File: src/rtl/bcd_seg_scan.sv
// Double-buffered BCD digit scanner driving a shared 7-segment bus with one-hot digit enables.
// Optional leading-zero blanking is enabled by defining BCD_SEG_SCAN_LZB_EN.
module bcd_seg_scan #(
  parameter int unsigned DIGITS   = 2,
  parameter int unsigned PRESCALE = 4
) (
  input  logic                  clk,
  input  logic                  rst,
  input  logic [4*DIGITS-1:0]   bcd_in,
  input  logic                  bcd_valid,
  output logic                  bcd_ready,
  output logic [DIGITS-1:0]     an,
  output logic [6:0]            seg
);

  localparam int unsigned CW = (PRESCALE > 1) ? $clog2(PRESCALE) : 1;
  localparam int unsigned IW = (DIGITS > 1) ? $clog2(DIGITS) : 1;
  localparam int unsigned BW = 4 * DIGITS;

  logic [CW-1:0]     r_cnt;
  logic [IW-1:0]     r_idx;
  logic [BW-1:0]     r_shadow;
  logic [BW-1:0]     r_disp;
  logic              r_pending;
  logic              r_ready;
  logic [DIGITS-1:0] r_an;
  logic [6:0]        r_seg;

  logic              w_last_cnt;
  logic              w_boundary;
  logic [DIGITS-1:0] w_an;
  logic [3:0]        w_digit;
  logic              w_blank;
  logic [6:0]        w_seg;

  function automatic logic [6:0] f_decode(input logic [3:0] d);
    case (d)
      4'd0:    f_decode = 7'h3F;
      4'd1:    f_decode = 7'h06;
      4'd2:    f_decode = 7'h5B;
      4'd3:    f_decode = 7'h4F;
      4'd4:    f_decode = 7'h66;
      4'd5:    f_decode = 7'h6D;
      4'd6:    f_decode = 7'h7D;
      4'd7:    f_decode = 7'h07;
      4'd8:    f_decode = 7'h7F;
      4'd9:    f_decode = 7'h6F;
      default: f_decode = 7'h40;
    endcase
  endfunction

  assign w_last_cnt = (r_cnt == CW'(PRESCALE - 1));
  assign w_boundary = w_last_cnt && (r_idx == IW'(DIGITS - 1));

  // Select the active digit, its enable and (optionally) whether it is a leading zero.
  always_comb begin
    w_an    = '0;
    w_digit = 4'd0;
    w_blank = 1'b0;
    for (int k = 0; k < int'(DIGITS); k++) begin
      if (r_idx == IW'(k)) begin
        w_an[k] = 1'b1;
        w_digit = r_disp[4*k +: 4];
      end
    end
`ifdef BCD_SEG_SCAN_LZB_EN
    begin
      logic w_hi_zero;
      w_hi_zero = 1'b1;
      for (int k = int'(DIGITS) - 1; k >= 0; k--) begin
        w_hi_zero = w_hi_zero && (r_disp[4*k +: 4] == 4'd0);
        if ((k > 0) && (r_idx == IW'(k))) w_blank = w_hi_zero;
      end
    end
`endif
    w_seg = w_blank ? 7'h00 : f_decode(w_digit);
  end

  always_ff @(posedge clk) begin
    if (rst) begin
      r_cnt     <= '0;
      r_idx     <= '0;
      r_shadow  <= '0;
      r_disp    <= '0;
      r_pending <= 1'b0;
      r_ready   <= 1'b1;
      r_an      <= '0;
      r_seg     <= 7'h00;
    end else begin
      if (w_last_cnt) begin
        r_cnt <= '0;
        r_idx <= w_boundary ? '0 : r_idx + IW'(1);
      end else begin
        r_cnt <= r_cnt + CW'(1);
      end

      // Capture needs ready, which implies nothing pending, so it never collides with commit.
      if (bcd_valid && r_ready) begin
        r_shadow  <= bcd_in;
        r_pending <= 1'b1;
        r_ready   <= 1'b0;
      end else if (w_boundary && r_pending) begin
        r_disp    <= r_shadow;
        r_pending <= 1'b0;
        r_ready   <= 1'b1;
      end

      r_an  <= w_an;
      r_seg <= w_seg;
    end
  end

  assign bcd_ready = r_ready;
  assign an        = r_an;
  assign seg       = r_seg;

endmodule

File: config.mk
export PLATFORM = sky130hd
export DESIGN_NAME = bcd_seg_scan
export DESIGN_NICKNAME = d
export VERILOG_FILES = /design/src/rtl/bcd_seg_scan.sv
export SDC_FILE = /design/constraint.sdc
export NUM_CORES = 1
export LEC_CHECK = 0
export ABC_CLOCK_PERIOD_IN_PS = 3600
export BUFFER_PORTS_ARGS = -buffer_cell sky130_fd_sc_hd__clkbuf_2
export CAP_MARGIN = 30
export CORE_ASPECT_RATIO = 1.1
export CORE_MARGIN = 2
export CORE_UTILIZATION = 25
export DETAILED_ROUTE_END_ITERATION = 16
export SLEW_MARGIN = 40
export SYNTH_ARGS = -nofsm -noshare
export SYNTH_HDL_FRONTEND = slang
export SYNTH_SLANG_ARGS = --single-unit
export TNS_END_PERCENT = 50
File: constraint.sdc
create_clock -name clk -period 3.6 [get_ports clk]
set_input_delay 0.36 -clock clk [delete_from_list [all_inputs] [get_ports clk]]
set_output_delay 0.36 -clock clk [all_outputs]
set_load 0.01 [all_outputs]
==> run metrics <==
largest family of logic cells by synthesized area=simple AND/OR/NAND/NOR gates; Top FF cell, synth=dfxtp_1; Synth Register Bits=30; vias in the first global route=865; post-CTS resize count=0; CP required=3790 ps; initial antenna violation count=0; critical path class=reg -> reg; Post-synth top cells=dfxtp_1 (30), nand2_1 (27), a21oi_1 (18); reg2reg start=r_idx$_SDFFE_PP0N_; ant diodes=0; 1st-pass router iterations=4; Pwr Density=456 nW/um2; Sink Count=30; fin nets=177; Syn Nets=157; post-synthesis cell area=1260 um2; Overflow after GRT=0; Compound-Gate Fraction of Synth Area=0.109; via count=972; Routed WL per cell=10.3 um; row cnt=27; fin crit share=0.644; worst-path fanout max=17; Max clock buf depth=2; Async SR Flop Fraction=0; Port Buf Inserts=20; DR DRC count=0; Worst setup EP type=register; Final Wtd Congestion=0.813; largest net degree at the start of global routing=31; Pins Over Slew Limit=0; yosys warns=0; Final Power=0.680 mW; mux cell area share after synthesis=0.108; RSZ-0062 raised after global routing=false; CTS HTree Levels=2; Max-Slew Margin vs Limit=0.561; synthesis-to-layout area growth=17.9%; Die X=71.8 um; FF-to-FF path depth=7; Post-Synth Adder-Cell Area=0.0694; CTS tree=built; Synth Area in XOR/XNOR=0.00694; drt initial violations=70; initial core utilization=0.256; VDD IR-drop max=163 uV; Setup TNS=0 ps; Ports=21; GR Util All Layers=0.0843; count of nets left with antenna violations after detail routing=0; Root Buffer=clkbuf_8; R2R setup slack=1280 ps; Hold Crit Start=bcd_in[6]; WHS Path Cells=3; leakage=0.649 nW; FF+latch area=601 um2; final hold violation count=0; maximum clock rate=431 MHz; TritonCTS buffer count=5; first-pass GRT wire length=3740 um; Synth cell types=27; Skew-Pair Late Insertion Delay=280 ps; share of the yosys chip area belonging to registers=0.476; worst hold path type=in -> reg; EDFF count, synth=0; Clock Skews=8.22 ps; worst r2r dst=seg[3]$_SDFF_PP0_; critical path launch point type=register; fillers=539; outcome=finished clean; most common cell in the netlist=dfxtp_1; Mapped Cells=139; dpl hpwl=1610 um; final-report setup violation count=0; CTS clk-pin slew, worst paths=60 ps; full die area=5630 um2; Synth top area share=0.476; number of hold buffers added after CTS=0; Worst-Margin Slew=657 ps; number of max-cap violations=0; WP data arrival=2510 ps; synthesized area per cell=9.08 um2; die height=78.5 um; share of cells above drive strength 1=0.194; routed wire length=2240 um; Multi-input gate area=613 um2; min Tclk post-route=2320 ps; simple-gate portion of the synthesized area=0.187; via-per-instance ratio=4.46; top cells by area, synth=dfxtp_1 (48%), nand2_1 (8.0%), mux2i_1 (7.9%), a21oi_1 (7.1%), ha_1 (6.9%); Core Area=4930 um2; Worst Hold Path EP=r_shadow[6]$_SDFFE_PP0P_; Post-CTS Setup Bufs=0; area leader, netlist=dfxtp_1
==> worst max-delay path by stage <==
stage,startpoint,slack [ps],endpoint,cells past startpoint
2_1_floorplan,r_idx$_SDFFE_PP0N_,1790,seg[4]$_SDFF_PP0_,8
3_3_place_gp,r_idx$_SDFFE_PP0N_,1390,seg[3]$_SDFF_PP0_,7
3_5_place_dp,r_idx$_SDFFE_PP0N_,1300,seg[3]$_SDFF_PP0_,7
4_1_cts,r_idx$_SDFFE_PP0N_,1270,seg[3]$_SDFF_PP0_,7
5_1_grt,r_idx$_SDFFE_PP0N_,1020,seg[3]$_SDFF_PP0_,7
6_report,r_idx$_SDFFE_PP0N_,1280,seg[3]$_SDFF_PP0_,7
==> report_power, final <==
group / total (mW) / internal [mW] / switching (mW) / leakage (nW)
combinational: 0.0514 / 0.0244 / 0.0270 / 0.354
clock: 0.268 / 0.154 / 0.114 / 0.0482
sequential: 0.360 / 0.349 / 0.0108 / 0.247
total: 0.680 / 0.528 / 0.152 / 0.649
==> layer usage <==
layer / routed length (um) / global-route usage / part of all wire / vias up
met5: 0 / 0 / 0 / -
met4: 19 / 0.0226 / 0.0085 / 0
met3: 192 / 0.0424 / 0.086 / 3
met2: 984 / 0.131 / 0.44 / 30
met1: 1040 / 0.102 / 0.47 / 435
li1: - / - / - / 504
==> per-stage QoR <==
| step | cells | utilization | area, um2 | hold WS, ps | setup WS (ps) |
|---|---|---|---|---|---|
| after detailed placement | 210 | 0.283 | 1400 | 423 | 1300 |
| final | 218 | 0.302 | 1490 | 297 | 1280 |
| after CTS | 218 | 0.302 | 1490 | 293 | 1270 |
| after global placement | 210 | 0.282 | 1390 | 417 | 1390 |
| after global routing | 218 | 0.302 | 1490 | 296 | 1020 |
| after floorplan | 139 | - | 1260 | 404 | 1790 |
==> worst max-delay path, stage by stage, from the launching register on <==
cell and delay [ps]:
dfxtp_1 740, mux2i_1 500, inv_1 120, ha_1 200, nor2b_1 120, o32ai_1 260, o21ai_0 130, a21oi_1 150
==> cell families (layout without fill, tap and decap cells) <==
logic type / Yosys count / count (layout)
compound gates: 24 / 24
mux: 13 / 13
buf+inv: 10 / 31
xor+xnor: 1 / 1
fa+ha+maj: 7 / 7
simple gates: 54 / 54
flops: 30 / 30
==> flip-flops by register name (all words and copies together) (netlist names) <==
name and cells:
r_idx 1, r_pending 1, seg 7, r_disp 8, r_cnt 2, an 2
r_shadow 8, bcd_ready 1
==> layout by cell type (no fill, tap or decap), drive strengths merged <==
master | netlist | routed
xnor2 | 1 | 1
nor3b | 2 | 2
inv | 3 | 3
mux2i | 11 | 11
clkbuf | 2 | 27
nand3 | 1 | 1
clkinv | 0 | 1
nand2b | 1 | 1
nand2 | 27 | 27
a21o | 1 | 1
nor2b | 4 | 4
a21oi | 18 | 18
nor2 | 16 | 16
and2 | 1 | 1
ha | 7 | 7
mux2 | 2 | 2
a211o | 1 | 1
nor3 | 2 | 2
o32ai | 2 | 2
a32oi | 1 | 1
o21ai | 1 | 1
dfxtp | 30 | 30
==> area by class of cell <==
class                           count  area share
Multi-Input combinational cell     99       0.412
Sequential cell                    30       0.403
Inverter                            3     0.00756
Clock buffer                        7      0.0580
Timing Repair Buffer               20      0.0672
Tap cell                           58      0.0487
Clock inverter                      1     0.00336
(Power assumes the default switching activity.)
